**src/rtl/alu_pkg.sv**
```systemverilog
// Shared types and constants for the ALU result stage: flag bundle, stage
// state encoding and the active-low 7-segment glyph table.
package alu_pkg;

  typedef struct packed {
    logic negativo;
    logic zero;
    logic carry;
    logic overflow;
  } alu_flags_t;

  typedef enum logic {
    EMPTY = 1'b0,
    FULL  = 1'b1
  } stage_state_t;

  localparam logic [6:0] SEG_BLANK = 7'h7F;

  // Active-low {g,f,e,d,c,b,a} glyphs for hex digits 0..F.
  localparam logic [6:0] SEG_HEX [16] = '{
    7'h40, 7'h79, 7'h24, 7'h30, 7'h19, 7'h12, 7'h02, 7'h78,
    7'h00, 7'h10, 7'h08, 7'h03, 7'h46, 7'h21, 7'h06, 7'h0E
  };

endpackage

```
**src/rtl/hex_to_7seg.sv**
```systemverilog
// Combinational hex digit to active-low 7-segment decoder ({g..a}).
module hex_to_7seg
  import alu_pkg::*;
(
  input  logic [3:0] hex,
  output logic [6:0] seg_n
);

  assign seg_n = SEG_HEX[hex];

endmodule

```
**src/rtl/alu_result_stage.sv**
```systemverilog
// Registered valid/ready output stage for the 4-bit ALU: result, flags, sticky
// history, op counter and zero-flag check. ALU_RESULT_SEVENSEG_EN adds a
// registered hex display of the held result on seg_n.
module alu_result_stage
  import alu_pkg::*;
#(
  parameter int WIDTH   = 4,
  parameter int COUNT_W = 8
) (
  input  logic               clk,
  input  logic               rst,
  input  logic               in_valid,
  output logic               in_ready,
  input  logic [WIDTH-1:0]   y_in,
  input  logic               zero_in,
  input  logic               negativo_in,
  input  logic               carry_in,
  input  logic               overflow_in,
  output logic               out_valid,
  input  logic               out_ready,
  output logic [WIDTH-1:0]   y_out,
  output logic [3:0]         flags_out,
  output logic [3:0]         sticky_flags,
  input  logic               clr_sticky,
  output logic [COUNT_W-1:0] op_count,
  output logic               zero_err,
  output logic [6:0]         seg_n
);

  stage_state_t       state, state_next;
  alu_flags_t         flags_in, flags_q, sticky_q;
  logic [WIDTH-1:0]   y_q;
  logic [COUNT_W-1:0] count_q;
  logic               zero_err_q;
  logic               accept;
  logic               zero_mismatch;

  // Ready looks at out_ready directly so a full stage can drain and refill on one edge.
  assign in_ready      = !rst && (state == EMPTY || out_ready);
  assign accept        = in_valid && in_ready;
  assign flags_in      = {negativo_in, zero_in, carry_in, overflow_in};
  assign zero_mismatch = zero_in != (y_in == '0);

  // NOTE: sequential state uses non-blocking assignments so every register
  // samples pre-edge values regardless of statement order.
  always_ff @(posedge clk or posedge rst) begin
    if (rst) state <= EMPTY;
    else     state <= state_next;
  end

  // NOTE: default assignment first keeps this block free of inferred latches.
  always_comb begin
    state_next = state;
    case (state)
      EMPTY:   if (accept) state_next = FULL;
      FULL:    if (accept) state_next = FULL;
               else if (out_ready) state_next = EMPTY;
      default: state_next = EMPTY;
    endcase
  end

  always_comb begin
    out_valid = (state == FULL);
  end

  always_ff @(posedge clk or posedge rst) begin
    if (rst) begin
      y_q        <= '0;
      flags_q    <= '0;
      sticky_q   <= '0;
      count_q    <= '0;
      zero_err_q <= 1'b0;
    end else begin
      if (accept) begin
        y_q     <= y_in;
        flags_q <= flags_in;
        count_q <= count_q + COUNT_W'(1);
      end
      // A clear on the same edge as an accept still keeps the new flags.
      if (accept)          sticky_q <= (clr_sticky ? '0 : sticky_q) | flags_in;
      else if (clr_sticky) sticky_q <= '0;
      if (accept && zero_mismatch) zero_err_q <= 1'b1;
      else if (clr_sticky)         zero_err_q <= 1'b0;
    end
  end

  assign y_out        = y_q;
  assign flags_out    = flags_q;
  assign sticky_flags = sticky_q;
  assign op_count     = count_q;
  assign zero_err     = zero_err_q;

`ifdef ALU_RESULT_SEVENSEG_EN
  logic [6:0] glyph;
  logic [6:0] seg_q;

  hex_to_7seg u_hex_to_7seg (
    .hex   (y_in[3:0]),
    .seg_n (glyph)
  );

  // Tracks y_out: loads with the data, blanks when the stage drains.
  always_ff @(posedge clk or posedge rst) begin
    if (rst)                             seg_q <= SEG_BLANK;
    else if (accept)                     seg_q <= glyph;
    else if (state == FULL && out_ready) seg_q <= SEG_BLANK;
  end

  assign seg_n = seg_q;
`else
  assign seg_n = SEG_BLANK;
`endif

endmodule

```
**config.mk**
```make
export PLATFORM = sky130hd
export DESIGN_NAME = alu_result_stage
export DESIGN_NICKNAME = d
export VERILOG_FILES = /design/src/rtl/alu_pkg.sv /design/src/rtl/hex_to_7seg.sv /design/src/rtl/alu_result_stage.sv
export SDC_FILE = /design/constraint.sdc
export NUM_CORES = 1
export LEC_CHECK = 0
export CORE_MARGIN = 3
export CORE_UTILIZATION = 40
export DETAILED_ROUTE_END_ITERATION = 10
export PLACE_DENSITY_LB_ADDON = 0.12
export SLEW_MARGIN = 10
export SYNTH_ARGS = -nofsm -noshare
export SYNTH_HDL_FRONTEND = slang
export SYNTH_SLANG_ARGS = --single-unit
```
**constraint.sdc**
```tcl
create_clock -name clk -period 1.65 [get_ports clk]
set_input_delay 0.495 -clock clk [delete_from_list [all_inputs] [get_ports clk]]
set_output_delay 0.495 -clock clk [all_outputs]
set_load 0.02 [all_outputs]
```
==> metrics.md, run 1 <==
| Metric | Value |
|---|---|
| Min-Delay Path Class | in2async |
| Tcrit/Tclk final | between 90% and 100% |
| Lkg Pwr | between 0.7 and 0.8 nW |
| Crit-path max FO | 4 |
| F_max | 639.3 MHz |
| Met2 Track Usage GR | about a quarter |
| Seq/Total Area, Yosys | between 50% and 60% |
| Final min period | roughly 1.6 ns |
| Slack of the worst reg-to-reg path | approximately 0.11 ns |
| Post-DP HPWL | ~1500 µm |
| Count of final hold-check violations | 0 |
| Worst Path Buf+Inv | 1 |
| Syn avg cell area | approximately 12 µm² |
| Post-layout nets | ~150 |
| Kind of start point of the critical path | flip-flop |
| Final Util | between 60% and 70% |
| Post-Syn Area | about 960 µm² |
| Critical path arrival | around 1.1 ns |
| Seq cells post-synth | 22 |
| Crit-path leading delay family | flip-flops |
| CTS sink count | 22 |
| Worst skew pair latency | roughly 0.31 ns |
| Worst setup endpoint | op_count[5] |
| Slowest CP cell | dfrtp_1 |
| RSZ-0062 raised after global routing | false |
| Die area | between 0.003 and 0.004 mm² |
| IO buf count | 35 |
| Final WL | between 1500 and 2000 µm |
| Vias/cell | roughly 4.5 |
| WL/cell | 12.06 µm |
| Placed Cells | approximately 150 |
| Synth cell types | 20 |
| Crit path launch | op_count[5]$_DFFE_PP0P_ |
| Origin of the critical flop-to-flop path | out_valid$_DFF_PP0_ |
| Gpl congestion | between 0.7 and 0.8 |
| Global-route wire length before repair | between 3000 and 4000 µm |
| Maximum vdd drop | 0.8051 mV |
| Worst-path clk slew | ~0.12 ns |
| Die Y | between 50 and 60 µm |
| DRC Markers | 0 |
| WS Path Type | reg2out |
| Initial core utilization | 42.79% |
| Rows | 17 |
| Yosys warning total | 0 |
| Remaining antenna violation count | 0 |
| Die Width | 55.11 µm |
| Num CTS Buffers | 3 |
| Max-cap check violation count | 0 |
| IO Pins | 43 |
| Hold WS | ~0.46 ns |
| Met3 Track Usage GR | approximately 4.3% |
| Cells after Synth | between 80 and 90 |
| Main combinational cell family by area after synthesis | simple AND/OR/NAND/NOR gates |
| Simple-Gate Fraction of Synth Area | between 10% and 20% |
| Endpoint class of the critical path | primary output |
| DR iter-0 viols | 2 |
| DR pass1 iterations | 4 |
| Share of layout cells above drive strength 1 | a little under a fifth |
| CP Cell Sequence | dlygate4sd2_1 |
| CTS tree | yes |
| Clock buffer depth | 2 |
| Adder-cell share of the synthesized area | 1.297% |
| GR Layer Usage met1 | between 10% and 20% |
| Final Instance Count excl. Fillers | 158 |
| Initial antenna violation count | 0 |
| Hold-fix buffers at CTS | 0 |
| Status | finished, final reports clean |
| Levels on crit path | 1 |
| CP max stage delay | between 0.4 and 0.5 ns |
| Total GRT Usage | approximately 15% |
| Pwr dens | roughly 1100 mW/mm² |
| Mux cell area share after synthesis | roughly 5.8% |
| Root buffer cell | clkbuf_4 |
| Largest net degree at the start of global routing | 13 |
| Critical Path RT | roughly 1.2 ns |
| Slew Viols, Final | 0 |
| Post-synthesis compound-gate area fraction | about 4.7% |
| Layout Skew | 0.004177 ns |
| P&R area growth vs syn | 47.99% |
| Grt ovf | 0 |
| Busiest grt layer | met2 |
| Number of global-route vias before repair | 702 |
| Worst R2R End | op_count[3]$_DFFE_PP0P_ |
| # H-tree levels | 1 |
| Diodes inserted | 0 |
| Final setup fails | 0 |
| Core region area | 0.002255 mm² |
| Worst r2r path cells | 6 |
| XOR/XNOR share of the synthesized area | under 10% |
| Via count | approximately 720 |
worst min path at each step:
stage                                      to
global placement      op_count[7]$_DFFE_PP0P_
finish              sticky_flags[0]$_DFF_PP0_
global route             zero_err$_DFFE_PP0P_
CTS                 sticky_flags[0]$_DFF_PP0_
detailed placement    op_count[7]$_DFFE_PP0P_
floorplan            flags_out[0]$_DFFE_PP0P_
through the flow:
step / area [µm²] / setup WS [ns] / power (mW) / TNS, ns
2_1_floorplan: 987.2 / 0.2572 / 1.066 / 0
3_3_place_gp: 1384 / -0.5682 / 1.418 / -6.843
3_5_place_dp: 1384 / -0.5806 / 1.429 / -7.469
4_1_cts: 1428 / 0.06100 / 1.660 / 0
5_1_grt: 1428 / 0.005151 / 1.745 / 0
6_report: 1428 / 0.08580 / 1.631 / 0
report_power, final:
group,internal [mW],total [mW],switching [mW]
sequential,0.648,0.713,0.0646
clock,0.135,0.293,0.158
combinational,0.292,0.626,0.334
total,1.08,1.63,0.556
cells by family after synthesis:
group           after synthesis
flops                        22
buf+inv                      19
simple gates                 18
compound gates                9
xor+xnor                      8
mux                           5
fa+ha+maj                     1
other cells                   1
synthesized netlist by cell type:
cell | number | area, µm²
conb_1 | 1 | 3.750
o21ai_0 | 9 | 45.04
and4_1 | 2 | 17.52
ha_1 | 1 | 12.51
buf_6 | 1 | 11.26
xor2_1 | 4 | 35.03
inv_1 | 10 | 37.54
nor2b_4 | 1 | 13.76
mux2_2 | 5 | 56.30
nand4_1 | 3 | 18.77
buf_4 | 7 | 52.55
nor4_1 | 1 | 6.260
nand2_1 | 6 | 22.52
or2_2 | 1 | 6.260
nor2_1 | 1 | 3.750
nor3b_4 | 1 | 18.77
buf_2 | 1 | 5.000
and3_1 | 2 | 12.51
dfrtp_1 | 22 | 550.5
xnor2_1 | 4 | 35.03
state kept, by name, summed over array words and instances, names as in the netlist:
register,flops
sticky_flags,4
op_count,8
flags_out,4
y_out,4
zero_err,1
out_valid,1
layout by cell type, fill, tap and decap left out, drive strengths merged:
cell type       n
nor4            1
or2             1
nand2           6
nor2b           1
nor2            1
dfrtp          22
and3            2
mux2            5
buf            11
clkdlybuf4s50  10
inv            10
conb            7
nand4           3
and4            2
clkbuf          4
xnor2           4
nor3b           1
dlygate4sd2    24
bufbuf          1
ha              1
o21ai           9
xor2            4
final cells by class:
class                   instances  area, µm²
repair buffers                 46      437.9
multi-input cells              48      330.3
inverters                      10      37.54
well taps                      28      35.03
fillers                       208      827.0
flip-flops and latches         22      550.5
clock buffers                   4      36.28
metal layers:
| layer | vias to the layer above | wire length, µm |
|---|---|---|
| li1 | 350 | - |
| met1 | 331 | 797 |
| met2 | 29 | 894 |
| met3 | 5 | 163 |
| met4 | 0 | 49 |
| met5 | - | 0 |
repair_timing:
action                     4_1_cts  5_1_grt
buffers inserted                 1        0
pin swaps                        1        1
hold endpoints to repair         0        0
cloned                           1        0
setup endpoints to repair       31        2
resized for setup               29        0
Power figures use the tool's default switching activity.
==> run 2, diff against run 1 <==
--- a/config.mk
+++ b/config.mk
@@ -9,6 +9,7 @@
 export CORE_UTILIZATION = 40
 export DETAILED_ROUTE_END_ITERATION = 10
 export PLACE_DENSITY_LB_ADDON = 0.12
+export REMOVE_ABC_BUFFERS = 1
 export SLEW_MARGIN = 10
 export SYNTH_ARGS = -nofsm -noshare
 export SYNTH_HDL_FRONTEND = slang
==> metrics.md, run 2 (same netlist as run 1, synthesis figures left out) <==
| Metric | Value |
|---|---|
| Status | finished, final reports clean |
| Final WL | between 1500 and 2000 µm |
| Worst r2r path cells | 6 |
| Post-DP HPWL | between 1000 and 1500 µm |
| Kind of start point of the critical path | flip-flop |
| Slack of the worst reg-to-reg path | 0.09 ns |
| Share of layout cells above drive strength 1 | roughly 18% |
| Worst R2R End | op_count[7]$_DFFE_PP0P_ |
| Total GRT Usage | between 15 and 20% |
| Final Instance Count excl. Fillers | between 150 and 200 |
| Lkg Pwr | about 0.75 nW |
| Max FFs per register | 8 |
| Clock buffer depth | 2 |
| Final min period | between 1.5 and 2 ns |
| Die Y | about 55 µm |
| Worst skew pair latency | 0.31 ns |
| Pwr dens | about 1200 mW/mm² |
| Core region area | 0.002255 mm² |
| Area occupied by multi-input gates | roughly 330 µm² |
| Largest net degree at the start of global routing | 14 |
| Final setup fails | 0 |
| DR iter-0 viols | 2 |
| Crit-path max FO | 2 |
| Vias/cell | about 4.7 |
| Commonest non-fill, non-tap cell in the layout | dlygate4sd2_1 |
| Via count | 740 |
| Remaining antenna violation count | 0 |
| Count of final hold-check violations | 0 |
| Number of global-route vias before repair | 741 |
| # H-tree levels | 1 |
| Post-layout nets | 144 |
| Register area | 550.5 µm² |
| Die area | 0.003037 mm² |
| F_max | 631.2 MHz |
| Placed Cells | 152 |
| Worst setup endpoint | in_ready |
| Die Width | 55.11 µm |
| Critical path arrival | between 1 and 1.5 ns |
| Post-Route Setup TNS | 0 ns |
| CP max stage delay | ~0.40 ns |
| Worst-path clk slew | roughly 0.13 ns |
| Initial core utilization | ~43% |
| Min-Delay Path Class | in2async |
| CTS sink count | 22 |
| Grt ovf | 0 |
| Crit path launch | out_valid$_DFF_PP0_ |
| Maximum vdd drop | a little over 1 mV |
| Critical Path RT | 1.15 ns |
| Global-route wire length before repair | ~3200 µm |
| Origin of the critical flop-to-flop path | out_valid$_DFF_PP0_ |
| Total power draw | about 1.8 mW |
| Tcrit/Tclk final | 96.01% |
| IO buf count | 35 |
| Filler Cell Count | 218 |
| IO Pins | 43 |
| Max-cap check violation count | 0 |
| CTS tree | yes |
| Slowest CP cell | dfrtp_1 |
| Slew Viols, Final | 0 |
| Rows | 17 |
| Root buffer cell | clkbuf_4 |
| DRC Markers | 0 |
| Initial antenna violation count | 0 |
| Post-CTS Setup Inserts | 0 |
| Gpl congestion | between 0.6 and 0.7 |
| Most frequent cells in the layout | dlygate4sd2_1, dfrtp_1, inv_1, clkdlybuf4s50_1 |
| WS Path Type | reg2out |
| Endpoint class of the critical path | primary output |
| Placed cell areas | 0.001384 mm² |
| P&R area growth vs syn | 48.90% |
| Hold WS | 0.4541 ns |
| Num CTS Buffers | 3 |
| RSZ-0062 raised after global routing | false |
| WL/cell | approximately 12 µm |
| Final instance area | between 0.001 and 0.0015 mm² |
| DR pass1 iterations | 2 |
| CP Cell Sequence | nor2b_4 -> nor2_1 -> buf_4 |
| Layout Skew | approximately 0.0072 ns |
| Diodes inserted | 0 |
==> run 2: routing by layer <==
layer,vias up,global-route usage (%),part of all wire [%]
li1,350,-,-
met1,358,18.51,43
met2,28,25.20,48
met3,4,3.485,6.6
met4,0,8.502,2.0
met5,-,0,0
==> run 2: worst min-delay path by stage <==
stage | to | slack [ns] | cells after the start
after floorplan | flags_out[0]$_DFFE_PP0P_ | 0.48 | 1
after global placement | op_count[7]$_DFFE_PP0P_ | 0.46 | 1
after detailed placement | op_count[7]$_DFFE_PP0P_ | 0.46 | 1
after CTS | flags_out[1]$_DFFE_PP0P_ | 0.47 | 4
after global routing | op_count[0]$_DFFE_PP0P_ | 0.48 | 4
final | flags_out[1]$_DFFE_PP0P_ | 0.45 | 4
==> run 2: timing repair <==
action | in CTS | in global routing
hold buffers | 0 | 0
setup endpoints to repair | 29 | 0
resized for setup | 29 | 0
==> run 2: layout make-up <==
type                    count  area share [%]
flip-flops and latches     22           38.33
multi-input cells          48           23.00
clock inverters             1           2.091
repair buffers             45           29.97
well taps                  28           2.439
clock buffers               3           1.568
inverters                  10           2.613
==> run 2: critical path: cells and delay by family, from the launching register on <==
family | cells | cell delay [ns]
buf+inv | 1 | 0.15
flops | 1 | 0.40
simple gates | 2 | 0.24
==> run 2: report_power, final <==
group | total, mW | switching (mW) | internal [mW]
Combinational | 0.634 | 0.341 | 0.293
Clock | 0.417 | 0.171 | 0.245
Sequential | 0.717 | 0.0689 | 0.648
==> run 2: per-stage QoR <==
stage	utilization, %	setup slack, ns
after floorplan	-	0.02011
after global placement	61.38	-0.5702
after detailed placement	61.38	-0.6031
after CTS	63.71	0.04271
after global routing	63.71	0.002718
final	63.71	0.06581
==> run 3, diff against run 2 <==
--- a/config.mk
+++ b/config.mk
@@ -5,11 +5,12 @@
 export SDC_FILE = /design/constraint.sdc
 export NUM_CORES = 1
 export LEC_CHECK = 0
-export CORE_MARGIN = 3
+export CORE_MARGIN = 2
 export CORE_UTILIZATION = 40
 export DETAILED_ROUTE_END_ITERATION = 10
 export PLACE_DENSITY_LB_ADDON = 0.12
 export REMOVE_ABC_BUFFERS = 1
+export SETUP_SLACK_MARGIN = 0.3
 export SLEW_MARGIN = 10
 export SYNTH_ARGS = -nofsm -noshare
 export SYNTH_HDL_FRONTEND = slang
==> metrics.md, run 3 (same netlist as run 1, synthesis figures left out) <==
| Metric | Value |
|---|---|
| CP Cell Sequence | dlygate4sd2_1 -> nor2b_4 -> nor2_1 -> buf_4 |
| DR iter-0 viols | 5 |
| Initial antenna violation count | 0 |
| RSZ-0062 raised after global routing | true |
| Commonest non-fill, non-tap cell in the layout | buf_6 |
| Final setup fails | 0 |
| Lkg Pwr | just under 0.9 nW |
| Worst skew pair latency | between 0.3 and 0.4 ns |
| Maximum vdd drop | approximately 0.82 mV |
| IO buf count | 35 |
| Remaining antenna violation count | 0 |
| Sw Ratio | about 34% |
| Diodes inserted | 0 |
| Worst-path clk slew | 0.12 ns |
| Final WS setup | about 0.073 ns |
| WS Path Type | in2out |
| Die area | about 0.0028 mm² |
| Kind of start point of the critical path | input pin |
| Sw Pwr | ~0.65 mW |
| Clock buffer depth | 2 |
| Gpl congestion | slightly below 0.8 |
| Num CTS Buffers | 3 |
| Clock power share | between 15 and 20% |
| Total GRT Usage | between 10% and 20% |
| Initial core utilization | a little over two fifths |
| Max FFs per register | 8 |
| Internal | 1.248 mW |
| Hold-fix buffers at CTS | 0 |
| Hold WS | 0.3631 ns |
| # H-tree levels | 1 |
| Final min period | between 1.5 and 2 ns |
| Final Instance Count excl. Fillers | 170 |
| Filler Cell Count | roughly 160 |
| Worst Path Buf+Inv | 2 |
| Crit-path max FO | 2 |
| Post-Route Setup TNS | 0 ns |
| DR pass1 iterations | 4 |
| Critical Path RT | about 1.2 ns |
| Post-layout nets | between 150 and 200 |
| Die Width | 53.11 µm |
| WL/cell | 13.38 µm |
| IO Pins | 43 |
| Comb pwr share | between 40 and 50% |
| DRC Markers | 0 |
| Largest net degree at the start of global routing | 13 |
| Via count | roughly 800 |
| Slew Viols, Final | 0 |
| Pwr dens | roughly 1100 mW/mm² |
| P&R area growth vs syn | 71.98% |
| Global-route wire length before repair | 3491 µm |
| Max-cap check violation count | 0 |
| Root buffer cell | clkbuf_4 |
| Post-DP HPWL | approximately 1400 µm |
| Placed Cells | approximately 150 |
| Endpoint class of the critical path | primary output |
| Min-Delay Path Class | in2async |
| Core region area | 0.002255 mm² |
| Count of final hold-check violations | 0 |
| Share of layout cells above drive strength 1 | 50.70% |
| Tcrit/Tclk final | a little over nine tenths |
| Final WL | between 2000 and 2500 µm |
| Critical path arrival | around 1.1 ns |
| CP max stage delay | about 0.26 ns |
| Grt ovf | 0 |
| Layout Skew | roughly 0.0025 ns |
| Slowest CP cell | dlygate4sd2_1 |
| Rows | 17 |
| Die Y | approximately 53 µm |
| Status | finished, final reports clean |
| CTS tree | yes |
| Number of global-route vias before repair | between 700 and 800 |
| DP Worst Slack | -0.5922 ns |
| Origin of the critical flop-to-flop path | out_valid$_DFF_PP0_ |
| CTS sink count | 22 |
| F_max | about 630 MHz |
| Flop pwr share | between 30% and 40% |
| Crit-path leading delay family | buffers and inverters |
| Crit path launch | out_ready |
| Vias/cell | ~4.7 |
| Most frequent cells in the layout | buf_6, dfrtp_1, buf_4 |
[run 3: metrics by stage]
| stage | util [%] | total power, mW | area [µm²] |
|---|---|---|---|
| 2_1_floorplan | - | 1.049 | 918.4 |
| 3_3_place_gp | 61.15 | 1.416 | 1379 |
| 3_5_place_dp | 61.15 | 1.424 | 1379 |
| 4_1_cts | 69.48 | 1.849 | 1567 |
| 5_1_grt | 73.58 | 2.002 | 1659 |
| 6_report | 73.58 | 1.894 | 1659 |
[run 3: cell type report]
cell class                      instances  area [µm²]  share of cell area (%)
Clock buffer                            4       36.28                   2.187
Inverter                               10       37.54                   2.262
Multi-Input combinational cell         48       426.7                   25.72
Sequential cell                        22       550.5                   33.18
Tap cell                               28       35.03                   2.112
Timing Repair Buffer                   58       573.1                   34.54
[run 3: worst register-to-register path: stages (launching register included)]
cell     delay, ns
dfrtp_1       0.40
nor2b_4       0.13
buf_6         0.11
buf_6         0.11
nor3b_4       0.22
buf_6         0.18
mux2_4        0.30
[run 3: power groups by stage]
| stage | clock, mW | sequential [mW] | combinational (mW) |
|---|---|---|---|
| after floorplan | 0 | 0.888 | 0.161 |
| after global placement | 0 | 0.728 | 0.687 |
| after detailed placement | 0 | 0.731 | 0.693 |
| after CTS | 0.313 | 0.733 | 0.803 |
| after global routing | 0.334 | 0.748 | 0.920 |
| final | 0.297 | 0.732 | 0.864 |
[run 3: per-layer routing]
metal,global-route usage [%],part of all wire (%),vias up
li1,-,-,376
met1,22.67,39,383
met2,27.71,53,31
met3,2.825,6.0,4
met4,10.26,1.4,0
met5,0,0,-
[run 3: timing repair]
item	in CTS	in global routing
gates cloned	1	0
gates resized for setup	160	16
pin swaps	12	5
buffers inserted	9	3
setup endpoints to repair	45	45
[run 3: worst paths after layout]
kind | endpoint | slack (ns) | cells after the start
worst max-delay path | in_ready | 0.07 | 4
worst min-delay path | op_count[0]$_DFFE_PP0P_ | 0.36 | 3
worst max register to register | y_out[1]$_DFFE_PP0P_ | 0.09 | 6
worst min register to register | op_count[4]$_DFFE_PP0P_ | 0.52 | 1
max in group asynchronous | op_count[4]$_DFFE_PP0P_ | 0.90 | 4
min in group clk | op_count[4]$_DFFE_PP0P_ | 0.52 | 1
==> edit (flow settings as in run 2) <==
Set the parameter `COUNT_W` to 6 (it was 8).
--- a/src/rtl/alu_result_stage.sv
+++ b/src/rtl/alu_result_stage.sv
@@ -7,3 +7,3 @@
   parameter int WIDTH   = 4,
-  parameter int COUNT_W = 8
+  parameter int COUNT_W = 6
 ) (
Interface: changed (resized op_count); port bits go from 43 to 41. The function was not compared with the original's and may differ.
==> edit against run 2 <==
  * Wire length decreased by 3.1%
  * Design area fell by 5.8%
  * Power down 12%
  * Setup slack got worse by 0.0027 ns
  * Sequential cell count down 2
  * Synthesized area shrank 4.9%
  * Largest cell class unchanged
  * Register-to-register slack better by 0.21 ns
  * Via count decreased by 9.5%
==> edit: results (changes against run 2) <==
rr_worst_depth: 4  # was 6
syn_inst: 67  # was 83
dp_slack_ns: -0.617  # was -0.603 ns
nets: 131  # was 144
largest_reg_flops: 6  # was 8
vdd_ir_drop_max_mv: 0.825  # was 1.04 mV
drive_above_1_share_pct: 29.6  # was 17.8%
first_pass_iters: 4  # was 2
n_all_inverters: 2  # was 10
powerComb_mw: 0.654  # was 0.634 mW
synth.distinct_cells: 22  # was 20
use_met3_pct: 6.37  # was 3.49%
period_minus_slack_ns: 1.59  # was 1.58 ns
clock-skew-final_ns: 0.00248  # was 0.00717 ns
p_seq_mw: 0.680  # was 0.717 mW
track_usage_pct: 15.1  # was 15.4%
num_vias: 670  # was 740
multi_input_comb_cells: 44  # was 48
grt_pass1_wl_um: 3040  # was 3220 um
cts_resized: 27  # was 29
status: "finished clean"  # unchanged
p_leak_nw: 0.676  # was 0.745 nW
r2r_setup_slack_ns: 0.30  # was 0.09 ns
synth_fa_ha_area_share_pct: 1.36  # was 1.30%
clkTransAtPathRegs_ns: 0.10  # was 0.13 ns
wirelength_um: 1900  # was 1960 um
num-fill-cells: 183  # was 218
numPortBuffers: 33  # was 35
synth_compound_area_share_pct: 4.77  # was 4.67%
synth_area_leaders: "dfrtp_1 55%, mux2_2 11%, buf_4 5.7%"  # was dfrtp_1 57%, mux2_2 5.8%, buf_4 5.4%
grt_pass1_vias: 645  # was 741
fin_hold_ws_ns: 0.464  # was 0.454 ns
synth_common_cells: "20 x dfrtp_1, 9 x mux2_2, 7 x buf_4"  # was 22 x dfrtp_1, 10 x inv_1, 9 x o21ai_0
clk_share_pct: 1.67  # was 3.66%
dpl.hpwl_um: 1520  # was 1470 um
slowest_stage: "dlygate4sd2_1"  # was dfrtp_1
fin_cells: 142  # was 157
seq_share_pct: 37.0  # was 38.3%
gp_congestion: 0.734  # was 0.677
cpPeakStageDelay_ns: 0.26  # was 0.40 ns
nNonClkBuffers: 46  # was 45
clk_latency_ns: 0.29  # was 0.31 ns
crit_family: "buffers and inverters"  # was flip-flops
synth_xor_area_share_pct: 5.73  # was 7.26%
placed_area_sq_um: 1360  # was 1380 sq um
drtIter0Drc: 8  # was 2
startpoint: "out_ready"  # was out_valid$_DFF_PP0_
-- edit: cell count changes after synthesis, sizes merged, moves of 3 or more --
cell | before | now
inv | 10 | 2
o21ai | 9 | 0
a22o | 0 | 5
nand2 | 6 | 3
mux2 | 5 | 9
nand4 | 3 | 0
nand3 | 0 | 3
-- edit: cell families (layout without fill, tap and decap cells) --
group / after synthesis / in the layout
XOR/XNOR: 6 / 6
AO/OA/AOI/OAI: 5 / 5
buffers and inverters: 9 / 51
other: 1 / 7
AND/OR/NAND/NOR: 16 / 16
flip-flops: 20 / 20
multiplexers: 9 / 9
adder cells (fa/ha/maj): 1 / 1
-- edit: worst min-delay path: stages --
cell           delay [ns]
dlygate4sd2_1        0.25
buf_4                0.14
inv_1                0.06
buf_4                0.16
-- edit: metal layers --
layer	vias to the layer above	part of all wire, %
met3	2	8.4
met2	29	52
met1	324	39
met4	0	0.69
met5	-	0
li1	315	-
